File: config.mk
export PLATFORM = sky130hd
export DESIGN_NAME = if_prefetch
export DESIGN_NICKNAME = d
export VERILOG_FILES = /design/src/rtl/if_pkg.sv /design/src/rtl/fetch_fifo.sv /design/src/rtl/if_prefetch.sv
export SDC_FILE = /design/constraint.sdc
export NUM_CORES = 1
export LEC_CHECK = 0
export BUFFER_PORTS_ARGS = -buffer_cell sky130_fd_sc_hd__buf_2
export CORE_UTILIZATION = 29
export DETAILED_ROUTE_END_ITERATION = 7
export GPL_TIMING_DRIVEN = 0
export MAX_ROUTING_LAYER = met4
export SLEW_MARGIN = 10
export SYNTH_ARGS = -nofsm -noshare
export SYNTH_HDL_FRONTEND = slang
export SYNTH_HIERARCHICAL = 1
export SYNTH_SLANG_ARGS = --single-unit
File: constraint.sdc
create_clock -name clk -period 5.2 [get_ports clk]
set_clock_uncertainty 0.1 [all_clocks]
set_input_delay 0.78 -clock clk [delete_from_list [all_inputs] [get_ports clk]]
set_output_delay 0.78 -clock clk [all_outputs]
set_load 0.01 [all_outputs]
File: src/rtl/if_pkg.sv
// Shared fetch-stage types and constants.
// Used by the prefetching IF stage and by decode when it inserts bubbles.
package if_pkg;

    localparam int IF_ADDR_W = 32;
    localparam int IF_DATA_W = 32;

    // Canonical RV32I nop (addi x0, x0, 0) for decode-side bubble insertion.
    localparam logic [IF_DATA_W-1:0] NOP_INSTR = 32'h0000_0013;

    typedef struct packed {
        logic [IF_ADDR_W-1:0] pc;
        logic [IF_DATA_W-1:0] instr;
    } fetch_entry_t;

endpackage

File: src/rtl/fetch_fifo.sv
// Generic synchronous FIFO with flush, used for the fetch queue and PC tags.
// Ports: clk, rst, flush, push/push_data, pop/pop_data, full, empty, count.
module fetch_fifo #(
    parameter int DEPTH = 4,
    parameter int WIDTH = 64
) (
    input  logic                       clk,
    input  logic                       rst,
    input  logic                       flush,
    input  logic                       push,
    input  logic [WIDTH-1:0]           push_data,
    input  logic                       pop,
    output logic [WIDTH-1:0]           pop_data,
    output logic                       full,
    output logic                       empty,
    output logic [$clog2(DEPTH+1)-1:0] count
);

    localparam int PW = (DEPTH > 1) ? $clog2(DEPTH) : 1;
    localparam int CW = $clog2(DEPTH + 1);

    logic [WIDTH-1:0] mem [DEPTH];
    logic [PW-1:0]    wr_ptr;
    logic [PW-1:0]    rd_ptr;
    logic             do_push;
    logic             do_pop;

    // Explicit wrap so non-power-of-two depths work.
    function automatic logic [PW-1:0] nxt(input logic [PW-1:0] p);
        return (p == PW'(DEPTH - 1)) ? '0 : p + 1'b1;
    endfunction

    assign full     = (count == CW'(DEPTH));
    assign empty    = (count == '0);
    assign do_push  = push && !full;
    assign do_pop   = pop && !empty;
    assign pop_data = mem[rd_ptr];

    always_ff @(posedge clk or posedge rst) begin
        if (rst) begin
            wr_ptr <= '0;
            rd_ptr <= '0;
            count  <= '0;
        end else if (flush) begin
            wr_ptr <= '0;
            rd_ptr <= '0;
            count  <= '0;
        end else begin
            if (do_push) wr_ptr <= nxt(wr_ptr);
            if (do_pop)  rd_ptr <= nxt(rd_ptr);
            unique case ({do_push, do_pop})
                2'b10:   count <= count + 1'b1;
                2'b01:   count <= count - 1'b1;
                default: count <= count;
            endcase
        end
    end

    // Storage needs no reset; count gates every read.
    always_ff @(posedge clk) begin
        if (do_push && !flush) mem[wr_ptr] <= push_data;
    end

endmodule

File: src/rtl/if_prefetch.sv
// Prefetching IF stage: PC generation, memory requests, fetch queue to decode.
// Ports: jump_c/jump_addr_i redirect, req_* memory request, rsp_* response, instr_*/pc_o to ID.
module if_prefetch
    import if_pkg::*;
#(
    parameter int                  ADDR_WIDTH      = 32,
    parameter int                  DATA_WIDTH      = 32,
    parameter logic [ADDR_WIDTH-1:0] RESET_VECTOR  = '0,
    parameter int                  FQ_DEPTH        = 4,
    parameter int                  MAX_OUTSTANDING = 2
) (
    input  logic                  clk,
    input  logic                  rst,
    input  logic                  jump_c,
    input  logic [ADDR_WIDTH-1:0] jump_addr_i,
    output logic                  req_valid_o,
    input  logic                  req_ready_i,
    output logic [ADDR_WIDTH-1:0] req_addr_o,
    input  logic                  rsp_valid_i,
    input  logic [DATA_WIDTH-1:0] rsp_data_i,
    output logic                  instr_valid_o,
    input  logic                  instr_ready_i,
    output logic [DATA_WIDTH-1:0] instruction_o,
    output logic [ADDR_WIDTH-1:0] pc_o
);

    localparam int OW = $clog2(MAX_OUTSTANDING + 1);
    localparam int QW = $clog2(FQ_DEPTH + 1);
    localparam int EW = ADDR_WIDTH + DATA_WIDTH;
    localparam logic [31:0] FQ_D = 32'(FQ_DEPTH);

    typedef struct packed {
        logic [ADDR_WIDTH-1:0] pc;
        logic [DATA_WIDTH-1:0] instr;
    } entry_t;

    logic [ADDR_WIDTH-1:0] fetch_pc;
    logic [ADDR_WIDTH-1:0] pc_tag;
    logic [OW-1:0]         outstanding;
    logic [OW-1:0]         drop_cnt;
    logic [QW-1:0]         q_count;
    logic                  tag_full;
    logic                  tag_empty;
    logic                  q_full;
    logic                  q_empty;
    logic                  credit_ok;
    logic                  out_ok;
    logic                  issue;
    logic                  rsp_push;
    logic                  pop;
    entry_t                q_in;
    entry_t                q_head;

    // Every accepted request owns a queue slot until it is answered,
    // so a response can always be pushed.
    assign credit_ok = (32'(q_count) + 32'(outstanding)) < FQ_D;
    assign out_ok    = outstanding < OW'(MAX_OUTSTANDING);

    assign req_valid_o = !rst && !jump_c
                      && (drop_cnt == '0 || out_ok)
                      && out_ok && !tag_full
                      && credit_ok && !q_full;
    assign req_addr_o  = fetch_pc;
    assign issue       = req_valid_o && req_ready_i;

    // Responses in the jump cycle or owed to a stale stream are discarded.
    assign rsp_push = rsp_valid_i && !tag_empty
                   && !jump_c && (drop_cnt == '0);

    assign q_in.pc    = pc_tag;
    assign q_in.instr = rsp_data_i;

    assign instr_valid_o = !q_empty;
    assign pop           = instr_valid_o && instr_ready_i;
    assign instruction_o = instr_valid_o ? q_head.instr : '0;
    assign pc_o          = instr_valid_o ? q_head.pc : '0;

    // Tag FIFO occupancy doubles as the outstanding-request counter.
    fetch_fifo #(
        .DEPTH (MAX_OUTSTANDING),
        .WIDTH (ADDR_WIDTH)
    ) u_tag_fifo (
        .clk       (clk),
        .rst       (rst),
        .flush     (1'b0),
        .push      (issue),
        .push_data (fetch_pc),
        .pop       (rsp_valid_i),
        .pop_data  (pc_tag),
        .full      (tag_full),
        .empty     (tag_empty),
        .count     (outstanding)
    );

    fetch_fifo #(
        .DEPTH (FQ_DEPTH),
        .WIDTH (EW)
    ) u_fetch_q (
        .clk       (clk),
        .rst       (rst),
        .flush     (jump_c),
        .push      (rsp_push),
        .push_data (q_in),
        .pop       (pop),
        .pop_data  (q_head),
        .full      (q_full),
        .empty     (q_empty),
        .count     (q_count)
    );

    always_ff @(posedge clk or posedge rst) begin
        if (rst) begin
            fetch_pc <= RESET_VECTOR;
        end else if (jump_c) begin
            fetch_pc <= {jump_addr_i[ADDR_WIDTH-1:2], 2'b00};
        end else if (issue) begin
            fetch_pc <= fetch_pc + ADDR_WIDTH'(4);
        end
    end

    // On redirect, everything still in flight after this edge is stale.
    always_ff @(posedge clk or posedge rst) begin
        if (rst) begin
            drop_cnt <= '0;
        end else if (jump_c) begin
            if (rsp_valid_i && outstanding != '0)
                drop_cnt <= outstanding - 1'b1;
            else
                drop_cnt <= outstanding;
        end else if (rsp_valid_i && drop_cnt != '0) begin
            drop_cnt <= drop_cnt - 1'b1;
        end
    end

endmodule

==> summary.txt, run 1 <==
GRT
  – Initial antenna violation count: 1
  – Overflow after GRT: 0
  – First-pass GRT wire length: 53470 um
  – Largest net degree at the start of global routing: 41
  – Met3 Use GR: 2.632%
  – GRT Util Overall: 13.97%
  – GR peak layer: met2
  – M2 GR Usage: 22.79%
  – Vias in the first global route: 8477
  – GR Util met1: 17.81%

CTS
  – Post-CTS Hold Buffers: 0
  – Clk Latency, worst-skew pair: 0.55 ns
  – Clock Sinks: 363
  – Clock tree buffer depth: 3
  – CTS tree: yes
  – Setup Buffers After CTS: 0
  – H-tree lvl count: 2
  – CTS Buf Count: 41
  – Clk pin slew, worst setup/hold paths: 0.06 ns
  – Resized cells post-CTS: 0
  – CTS Root Cell: clkbuf_16

Timing
  – Final hold vios: 0
  – Max Clock Freq: 221.4 MHz
  – Worst setup margin: 0.6830 ns
  – Endpoints failing setup: 0
  – Minimum period implied by the final worst setup slack: 4.517 ns
  – Final period util: 86.87%
  – TNS Setup: 0 ns
  – Fin Hold WS: 0.1047 ns
  – RSZ-0062 raised after global routing: no
  – Slew Limit Fails: 0
  – Worst Max-Slew Pin Slew: 0.8326 ns
  – Worst slew margin: 44.49%

Logic synthesis
  – Mux share of post-synthesis cell area: 12.86%
  – Synthesized area: 14880 sq um
  – Largest family of logic cells by synthesized area: multiplexers
  – Post-synthesis adder-cell area fraction: 0.8914%
  – Synth Register Bits: 363
  – Post-synthesis compound-gate area fraction: 3.549%
  – Post-synth top flop: edfxtp_1
  – Ys Warns: 6
  – Synth Instances: 844
  – Post-Synth XOR/XNOR Area: 0.3532%
  – Seq/Total Area, Yosys: 71.81%
  – Post-synth EDFFs: 320
  – Synth Area in Simple Gates: 8.375%
  – Async set-reset flop share out of synthesis: 11.85%
  – Distinct cells, synth: 63
  – Syn_area_per_cell: 17.63 sq um

Route
  – Initial DRC Count: 487
  – Vias: 8310
  – 1st-pass router iterations: 4
  – Post-DRT Antenna Nets: 0
  – Residual DRC: 0
  – DR vias/cell: 4.684
  – Wire per inst: 19.83 um
  – Routed WL: 35170 um

Layout
  – Final nets: 1150
  – ANT cells: 0
  – Area grow syn2layout: 21.89%
  – Fin area: 18140 sq um
  – Most common cell after layout, fill and taps aside: edfxtp_1
  – Share of cells above drive strength 1: 33.94%
  – Fillers: 4782
  – Post-Route Utilization: 36.00%
  – Most frequent cells in the layout: 320 x edfxtp_1, 172 x buf_2, 68 x nor2b_1, 64 x mux4_2, 43 x dfrtp_1

Power
  – Flop pwr share: 50.2%
  – Pwr Density: 360.3 nW/um^2
  – Int Pwr: 5133 uW
  – Sw Share: 21.45%
  – LEAKAGE: 0.006326 uW
  – Logic pwr share: 4.3%
  – Maximum VDD drop: 220.8 uV
  – Clock share of power: 45.4%
  – Net Switching: 1402 uW

Placed design
  – DPL Wire Length: 23940 um
  – Post-DP Area: 16750 sq um
  – Port Buf Inserts: 162
  – Place WS: 1.103 ns
  – Final Wtd Congestion: 0.7956

Worst setup path
  – Worst setup path category: reg2out
  – R2R Setup Slk: 1.24 ns
  – Crit start category: register
  – Worst EP required: 4.32 ns
  – WP data arrival: 3.64 ns
  – Crit end category: primary output
  – Crit Path Max Fanout: 10

Hold path
  – Hold Path Class: in2async

Job
  – Max Cap Viol: 0

Floorplan
  – Starting Density: 29.54%
  – Die area: 52220 sq um
  – Die width: 228.5 um
  – Die Span Y: 228.5 um
  – Top Ports: 168
  – Row cnt: 82
  – Area of the core: 50380 sq um

Status
  – Status: finished clean
-- power by group through the flow --
stage | Clock (uW) | Combinational (uW) | Sequential (uW)
after detailed placement | 0 | 287 | 3340
after CTS | 3040 | 289 | 3280
after global placement | 0 | 276 | 3340
final | 2970 | 284 | 3280
after global routing | 3150 | 315 | 3290
after floorplan | 0 | 143 | 3330
-- final timing paths --
kind	endpoint	from	cells past startpoint
setup / recovery	pc_o[20]	u_fetch_q/count[0]$_DFFE_PP0P_	7
hold / removal	u_tag_fifo/rd_ptr$_DFFE_PP0P_	rst	2
setup reg to reg	u_fetch_q/count[2]$_DFFE_PP0P_	u_fetch_q/count[0]$_DFFE_PP0P_	13
hold reg to reg	u_fetch_q/mem[0][61]$_DFFE_PP_	u_tag_fifo/mem[1][29]$_DFFE_PP_	1
max in group asynchronous	req_addr_o[2]$_DFFE_PP0P_	rst	2
min in group clk	u_fetch_q/mem[0][21]$_DFFE_PP_	rsp_data_i[21]	1
-- metrics by stage --
step	instances	power (uW)
after CTS	1774	6612
final	1774	6535
after global routing	1774	6754
after detailed placement	1699	3630
after global placement	1689	3618
after floorplan	855	3473
-- Yosys cell counts, types with 2 or more instances --
cell	instances	share of area, %
o311ai_0	6	0.35
clkbuf_8	2	0.19
nor4_4	2	0.29
nor3_1	12	0.40
buf_6	2	0.15
nand3b_1	3	0.15
nor4b_1	2	0.12
edfxtp_1	320	65
or4_1	2	0.10
clkbuf_1	17	0.43
mux2i_1	10	0.67
xor2_1	2	0.12
o311a_1	2	0.13
xnor2_1	4	0.24
a211o_1	2	0.12
dfrtp_1	43	7.2
nor3b_1	2	0.10
and3_1	3	0.13
mux4_2	64	9.7
mux2_2	33	2.5
nand3_1	21	0.71
and2_1	7	0.29
o21ai_0	23	0.77
o31a_1	2	0.12
or2_1	2	0.084
ha_1	9	0.76
nand4_2	2	0.17
buf_2	10	0.34
nor2_1	23	0.58
o211ai_1	14	0.71
nand4_1	8	0.34
nor2b_1	68	2.9
a31oi_1	5	0.21
nand2_1	35	0.88
buf_4	9	0.45
nor4_1	5	0.21
a21oi_1	19	0.64
inv_1	21	0.53
or3_1	4	0.17
-- state kept, by name (all words and copies together) (netlist names), 2 cells and up --
signal and count:
u_fetch_q/count 3, req_addr_o 30, u_fetch_q/rd_ptr 2, drop_cnt 2, u_tag_fifo/count 2, u_tag_fifo/mem 64
u_fetch_q/wr_ptr 2, u_fetch_q/mem 256
-- kinds of logic after synthesis --
group           after synthesis
compound gates               82
xor+xnor                      6
fa+ha+maj                    10
buf+inv                      63
flops                       363
mux                         107
other cells                   1
simple gates                212
-- layer usage --
layer / part of all wire, % / vias to the layer above
li1: - / 3774
met1: 44 / 4217
met2: 48 / 251
met3: 5.1 / 68
met4: 2.3 / 0
met5: 0 / -
-- worst max-delay path, cell delays in order (launching register included) --
cell and delay (ns):
dfrtp_1 0.50, nor2_2 0.25, inv_1 0.09, nor2_1 0.63
clkbuf_1 0.59, clkbuf_1 0.61, nor2b_1 0.22, buf_2 0.20
-- final cells by class --
class	instances	area (sq um)	area share [%]
sequential	363	10690	58.92
multi-input combinational	429	3938	21.71
clock inverter	28	340.3	1.877
inverter	23	86.33	0.4760
tap	672	840.8	4.636
clock buffer	47	1049	5.781
buffer	40	231.5	1.276
timing repair buffer	172	965.9	5.326
Note: power is estimated with default switching activity, not from simulation.
==> inputs of run 2 (changes only) <==
--- a/config.mk
+++ b/config.mk
@@ -7,6 +7,7 @@
 export LEC_CHECK = 0
 export BUFFER_PORTS_ARGS = -buffer_cell sky130_fd_sc_hd__buf_2
 export CORE_UTILIZATION = 29
+export CTS_BUF_LIST = sky130_fd_sc_hd__clkbuf_4 sky130_fd_sc_hd__clkbuf_8 sky130_fd_sc_hd__clkbuf_16
 export DETAILED_ROUTE_END_ITERATION = 7
 export GPL_TIMING_DRIVEN = 0
 export MAX_ROUTING_LAYER = met4
==> summary.txt, run 2 (synthesis results as in run 1) <==
Power
  – Overall power: 6568 uW
  – Flop pwr share: 50.0%
  – Sw Share: 21.38%
  – Int Pwr: 5164 uW
  – Net Switching: 1404 uW
  – Pwr Density: 361.7 nW/um^2
  – Logic pwr share: 4.3%
  – Maximum VDD drop: 220.1 uV
  – Clock share of power: 45.7%
  – LEAKAGE: 0.006347 uW

Layout
  – Post-Route Utilization: 36.05%
  – Most common cell after layout, fill and taps aside: edfxtp_1
  – Final nets: 1150
  – Most flops, register: u_fetch_q/mem
  – ANT cells: 0
  – Most frequent cells in the layout: 320 x edfxtp_1, 172 x buf_2, 68 x nor2b_1, 64 x mux4_2, 43 x dfrtp_1
  – Share of cells above drive strength 1: 34.48%
  – Area grow syn2layout: 22.04%
  – Max reg flops: 256

Route
  – Residual DRC: 0
  – Initial DRC Count: 536
  – Post-DRT Antenna Nets: 0
  – Vias: 8324
  – 1st-pass router iterations: 4
  – Wire per inst: 19.85 um
  – Routed WL: 35220 um
  – DR vias/cell: 4.692

Placed design
  – Port Buf Inserts: 162
  – Final Wtd Congestion: 0.7956
  – DPL Wire Length: 23940 um
  – Place WS: 1.103 ns

Hold path
  – Hold Path Class: in2async

Timing
  – Fin Hold WS: 0.1075 ns
  – Worst setup margin: 0.6538 ns
  – Worst slew margin: 42.87%
  – Max Clock Freq: 220.0 MHz
  – Worst Max-Slew Pin Slew: 0.8570 ns
  – RSZ-0062 raised after global routing: no
  – Minimum period implied by the final worst setup slack: 4.546 ns
  – Slew Limit Fails: 0
  – Final period util: 87.43%
  – Final hold vios: 0
  – Endpoints failing setup: 0

Worst setup path
  – WP data arrival: 3.67 ns
  – Worst EP required: 4.32 ns
  – Crit Path Max Fanout: 10
  – Crit start category: register
  – Crit end category: primary output
  – Worst setup path category: reg2out

Floorplan
  – Die width: 228.5 um
  – Row cnt: 82
  – Die area: 52220 sq um
  – Area of the core: 50380 sq um
  – Die Span Y: 228.5 um
  – Top Ports: 168
  – Starting Density: 29.54%

CTS
  – Post-CTS Hold Buffers: 0
  – CTS Buf Count: 41
  – Clk Latency, worst-skew pair: 0.55 ns
  – CTS Root Cell: clkbuf_16
  – Clock Sinks: 363
  – Resized cells post-CTS: 0
  – Clk pin slew, worst setup/hold paths: 0.06 ns
  – CTS tree: yes
  – Clock tree buffer depth: 3
  – H-tree lvl count: 2
  – Setup Buffers After CTS: 0

Job
  – Max Cap Viol: 0

GRT
  – Overflow after GRT: 0
  – Vias in the first global route: 8472
  – Largest net degree at the start of global routing: 41
  – Initial antenna violation count: 1
  – GRT Util Overall: 13.97%
  – First-pass GRT wire length: 53450 um

Status
  – Status: finished clean
==> run 2: area by class of cell <==
type / count / area (sq um)
buffer: 40 / 231.5
clock buffer: 47 / 1071
clock inverter: 28 / 340.3
fill: 4778 / 32220
inverter: 23 / 86.33
multi-input combinational: 429 / 3938
sequential: 363 / 10690
tap: 672 / 840.8
timing repair buffer: 172 / 965.9
==> run 2: path summary, 6_finish.rpt <==
check                                                     start                              to  slack (ns)  cells after the start
worst max-delay path             u_fetch_q/count[0]$_DFFE_PP0P_                        pc_o[20]        0.65                      7
worst min-delay path                                        rst   u_tag_fifo/rd_ptr$_DFFE_PP0P_        0.11                      2
worst max register to register   u_fetch_q/count[0]$_DFFE_PP0P_  u_fetch_q/count[2]$_DFFE_PP0P_        1.23                     13
worst min register to register  u_tag_fifo/mem[1][18]$_DFFE_PP_  u_fetch_q/mem[0][50]$_DFFE_PP_        0.49                      1
max in group asynchronous                                   rst       req_addr_o[2]$_DFFE_PP0P_        4.17                      2
min in group clk                                 rsp_data_i[30]  u_fetch_q/mem[1][30]$_DFFE_PP_        0.34                      1
==> run 2: worst max-delay path, cell delays in order, from the launching register on <==
cell	delay [ns]
dfrtp_1	0.50
nor2_2	0.25
inv_1	0.09
nor2_1	0.63
clkbuf_1	0.60
clkbuf_1	0.62
nor2b_1	0.23
buf_2	0.20
==> run 2: power groups by stage <==
stage | combinational, uW | sequential (uW) | clock [uW]
finish | 283 | 3280 | 3000
global route | 315 | 3290 | 3180
CTS | 289 | 3280 | 3070
detailed placement | 287 | 3340 | 0
global placement | 276 | 3340 | 0
floorplan | 143 | 3330 | 0
==> run 2: per-layer routing <==
layer  vias up  wire [um]  GRT usage, %
li1       3767          -             -
met1      4247      15600         17.82
met2       243      17020         22.78
met3        67       1791         2.632
met4         0        798         3.712
met5         -          0             -
==> run 2: metrics by stage <==
stage | area (sq um) | TNS (ns) | std cells
detailed placement | 16750 | 0 | 1699
global route | 18160 | 0 | 1774
global placement | 16570 | -228.10 | 1689
finish | 18160 | 0 | 1774
floorplan | 14920 | 0 | 855
CTS | 18160 | 0 | 1774
==> inputs of run 3 (changes only) <==
--- a/config.mk
+++ b/config.mk
@@ -5,12 +5,14 @@
 export SDC_FILE = /design/constraint.sdc
 export NUM_CORES = 1
 export LEC_CHECK = 0
+export ABC_AREA = 1
 export BUFFER_PORTS_ARGS = -buffer_cell sky130_fd_sc_hd__buf_2
 export CORE_UTILIZATION = 29
 export CTS_BUF_LIST = sky130_fd_sc_hd__clkbuf_4 sky130_fd_sc_hd__clkbuf_8 sky130_fd_sc_hd__clkbuf_16
 export DETAILED_ROUTE_END_ITERATION = 7
 export GPL_TIMING_DRIVEN = 0
 export MAX_ROUTING_LAYER = met4
+export PLACE_DENSITY = 0.46
 export SLEW_MARGIN = 10
 export SYNTH_ARGS = -nofsm -noshare
 export SYNTH_HDL_FRONTEND = slang
==> summary.txt, run 3 <==
Status
  – Status: finished clean

GRT
  – First-pass GRT wire length: 65070 um
  – Initial antenna violation count: 0
  – Largest net degree at the start of global routing: 31
  – Vias in the first global route: 10780
  – Overflow after GRT: 0
  – GRT Util Overall: 15.92%

Route
  – 1st-pass router iterations: 5
  – Routed WL: 42500 um
  – Post-DRT Antenna Nets: 0
  – Wire per inst: 17.49 um
  – Vias: 11040
  – DR vias/cell: 4.542
  – Residual DRC: 0
  – Initial DRC Count: 539
  – Met3 WL: 2081 um
  – Uppermost routed layer: met4
  – Met1 WL: 18840 um
  – WL met2: 20780 um

Layout
  – Share of cells above drive strength 1: 18.74%
  – ANT cells: 0
  – Most frequent cells in the layout: 320 x edfxtp_1, 296 x nand2_1, 239 x nor2_1, 179 x buf_2, 140 x inv_1
  – Area grow syn2layout: 22.23%
  – Final nets: 1780
  – Most common cell after layout, fill and taps aside: edfxtp_1
  – Most flops, register: u_fetch_q/mem
  – Max reg flops: 256
  – Final non-filler cell total: 2430

CTS
  – Clk Latency, worst-skew pair: 0.55 ns
  – Post-CTS Hold Buffers: 0
  – Clk pin slew, worst setup/hold paths: 0.06 ns
  – Setup Buffers After CTS: 0
  – CTS Buf Count: 43
  – Clock Sinks: 363
  – CTS Root Cell: clkbuf_16
  – H-tree lvl count: 2
  – CTS tree: yes
  – Clock tree buffer depth: 3
  – Resized cells post-CTS: 0

Worst setup path
  – CP startpoint: u_fetch_q/count[0]$_DFFE_PP0P_
  – R2R Setup Slk: 1.75 ns
  – Worst setup path category: reg2out
  – R2R depth: 16
  – Worst EP required: 4.32 ns
  – Crit start category: register
  – Crit Path Max Fanout: 10
  – Crit end category: primary output
  – Worst R2R Start: u_fetch_q/count[0]$_DFFE_PP0P_
  – Reg2reg end: u_fetch_q/count[2]$_DFFE_PP0P_
  – WP data arrival: 3.39 ns
  – Critical Path End: pc_o[13]

Power
  – LEAKAGE: 0.007767 uW
  – Net Switching: 1560 uW
  – Int Pwr: 5245 uW
  – Clock share of power: 44.3%
  – Sw Share: 22.93%
  – Maximum VDD drop: 209.0 uV
  – Pwr Density: 353.8 nW/um^2
  – Overall power: 6805 uW
  – Flop pwr share: 49.2%
  – Logic pwr share: 6.5%

Job
  – Max Cap Viol: 0

Floorplan
  – Starting Density: 29.30%
  – Row cnt: 85
  – Die width: 235.0 um
  – Die Span Y: 235.0 um
  – Die area: 55200 sq um
  – Top Ports: 168
  – Area of the core: 53710 sq um

Logic synthesis
  – Async set-reset flop share out of synthesis: 11.85%
  – Ys Warns: 6
  – Synth Register Bits: 363
  – Yosys top cell area share: 61.06%
  – Synth top area cells: edfxtp_1 61%, nand2_1 7.1%, dfrtp_1 6.8%
  – Largest area contributor in the netlist: edfxtp_1
  – Synthesized area: 15740 sq um
  – Most numerous cell in the Yosys netlist: edfxtp_1
  – Seq/Total Area, Yosys: 67.90%
  – Post-synth top flop: edfxtp_1
  – Synth Instances: 1471
  – Post-synth EDFFs: 320
  – Top cells by count, synth: 320 x edfxtp_1, 296 x nand2_1, 245 x nor2_1
  – Syn_area_per_cell: 10.70 sq um
  – Distinct cells, synth: 37

Placed design
  – Final Wtd Congestion: 0.8048
  – Inst Count DP: 2351
  – Port Buf Inserts: 163
  – DPL Wire Length: 29420 um

Timing
  – Final hold vios: 0
  – Minimum period implied by the final worst setup slack: 4.265 ns
  – Fin Hold WS: 0.03324 ns
  – Endpoints failing setup: 0
  – Slew Limit Fails: 0
  – RSZ-0062 raised after global routing: no
  – Worst slew margin: 37.72%
  – Worst Max-Slew Pin Slew: 0.9342 ns
  – TNS Setup: 0 ns
  – Final period util: 82.02%
  – Max Clock Freq: 234.5 MHz

Hold path
  – Hold Path Class: in2async
==> run 3: critical path, cell delays in order (launching register included) <==
cell	delay (ns)
dfrtp_1	0.44
inv_1	0.10
nand2_1	0.08
nor2_1	0.48
clkbuf_1	0.76
clkbuf_1	0.56
nor2_1	0.22
buf_2	0.19
==> run 3: stage by stage <==
stage	cell area, sq um	worst slack, ns	utilization [%]
final	19240	0.9348	35.82
after global routing	19240	0.6546	35.82
after CTS	19240	0.7366	35.82
after detailed placement	17810	1.047	33.15
after global placement	17450	-3.057	32.49
after floorplan	15760	0.1913	-
==> run 3: area by class of cell <==
cell class	count	area, sq um
inverter	149	561.8
fill	5430	34470
timing repair buffer	177	1126
clock buffer	52	1161
tap	696	870.8
clock inverter	27	269.0
sequential	363	10690
multi-input combinational	898	4155
buffer	68	406.6
==> run 3: how the worst min path moves through the flow <==
stage	startpoint	endpoint	slack, ns	cells after the start
after floorplan	u_tag_fifo/wr_ptr$_DFFE_PP0P_	u_tag_fifo/wr_ptr$_DFFE_PP0P_	0.37	1
after global placement	u_tag_fifo/wr_ptr$_DFFE_PP0P_	u_tag_fifo/wr_ptr$_DFFE_PP0P_	0.38	1
after detailed placement	u_tag_fifo/wr_ptr$_DFFE_PP0P_	u_tag_fifo/wr_ptr$_DFFE_PP0P_	0.45	1
after CTS	rst	drop_cnt[1]$_DFFE_PP0P_	0.002	2
after global routing	rst	drop_cnt[1]$_DFFE_PP0P_	0.02	2
final	rst	drop_cnt[0]$_DFFE_PP0P_	0.03	2
==> run 3: kinds of logic (layout without fill, tap and decap cells) <==
| logic type | count (synthesis) | in the layout | synth area share [%] |
|---|---|---|---|
| AOI/OAI and AO/OA | 224 | 224 | 7.847 |
| xor gates and xnor gates | 5 | 5 | 0.2783 |
| adders and majority gates | 10 | 10 | 0.8428 |
| buffers and inverters | 217 | 473 | 6.154 |
| DFF | 363 | 363 | 67.90 |
| other | 1 | 8 | 0.02383 |
| and+or+nand+nor | 651 | 651 | 16.96 |
==> run 3: power groups by stage <==
stage          clock network (uW)  registers (uW)  logic (uW)
2_1_floorplan                   0            3380         245
3_3_place_gp                    0            3410         432
3_5_place_dp                    0            3410         450
4_1_cts                      3100            3350         452
5_1_grt                      3230            3360         499
6_report                     3020            3350         440
==> run 3: metal layers <==
| layer | global-route usage (%) | vias up |
|---|---|---|
| li1 | - | 5433 |
| met5 | - | - |
| met3 | 3.090 | 59 |
| met1 | 20.08 | 5292 |
| met2 | 26.29 | 254 |
| met4 | 3.788 | 0 |
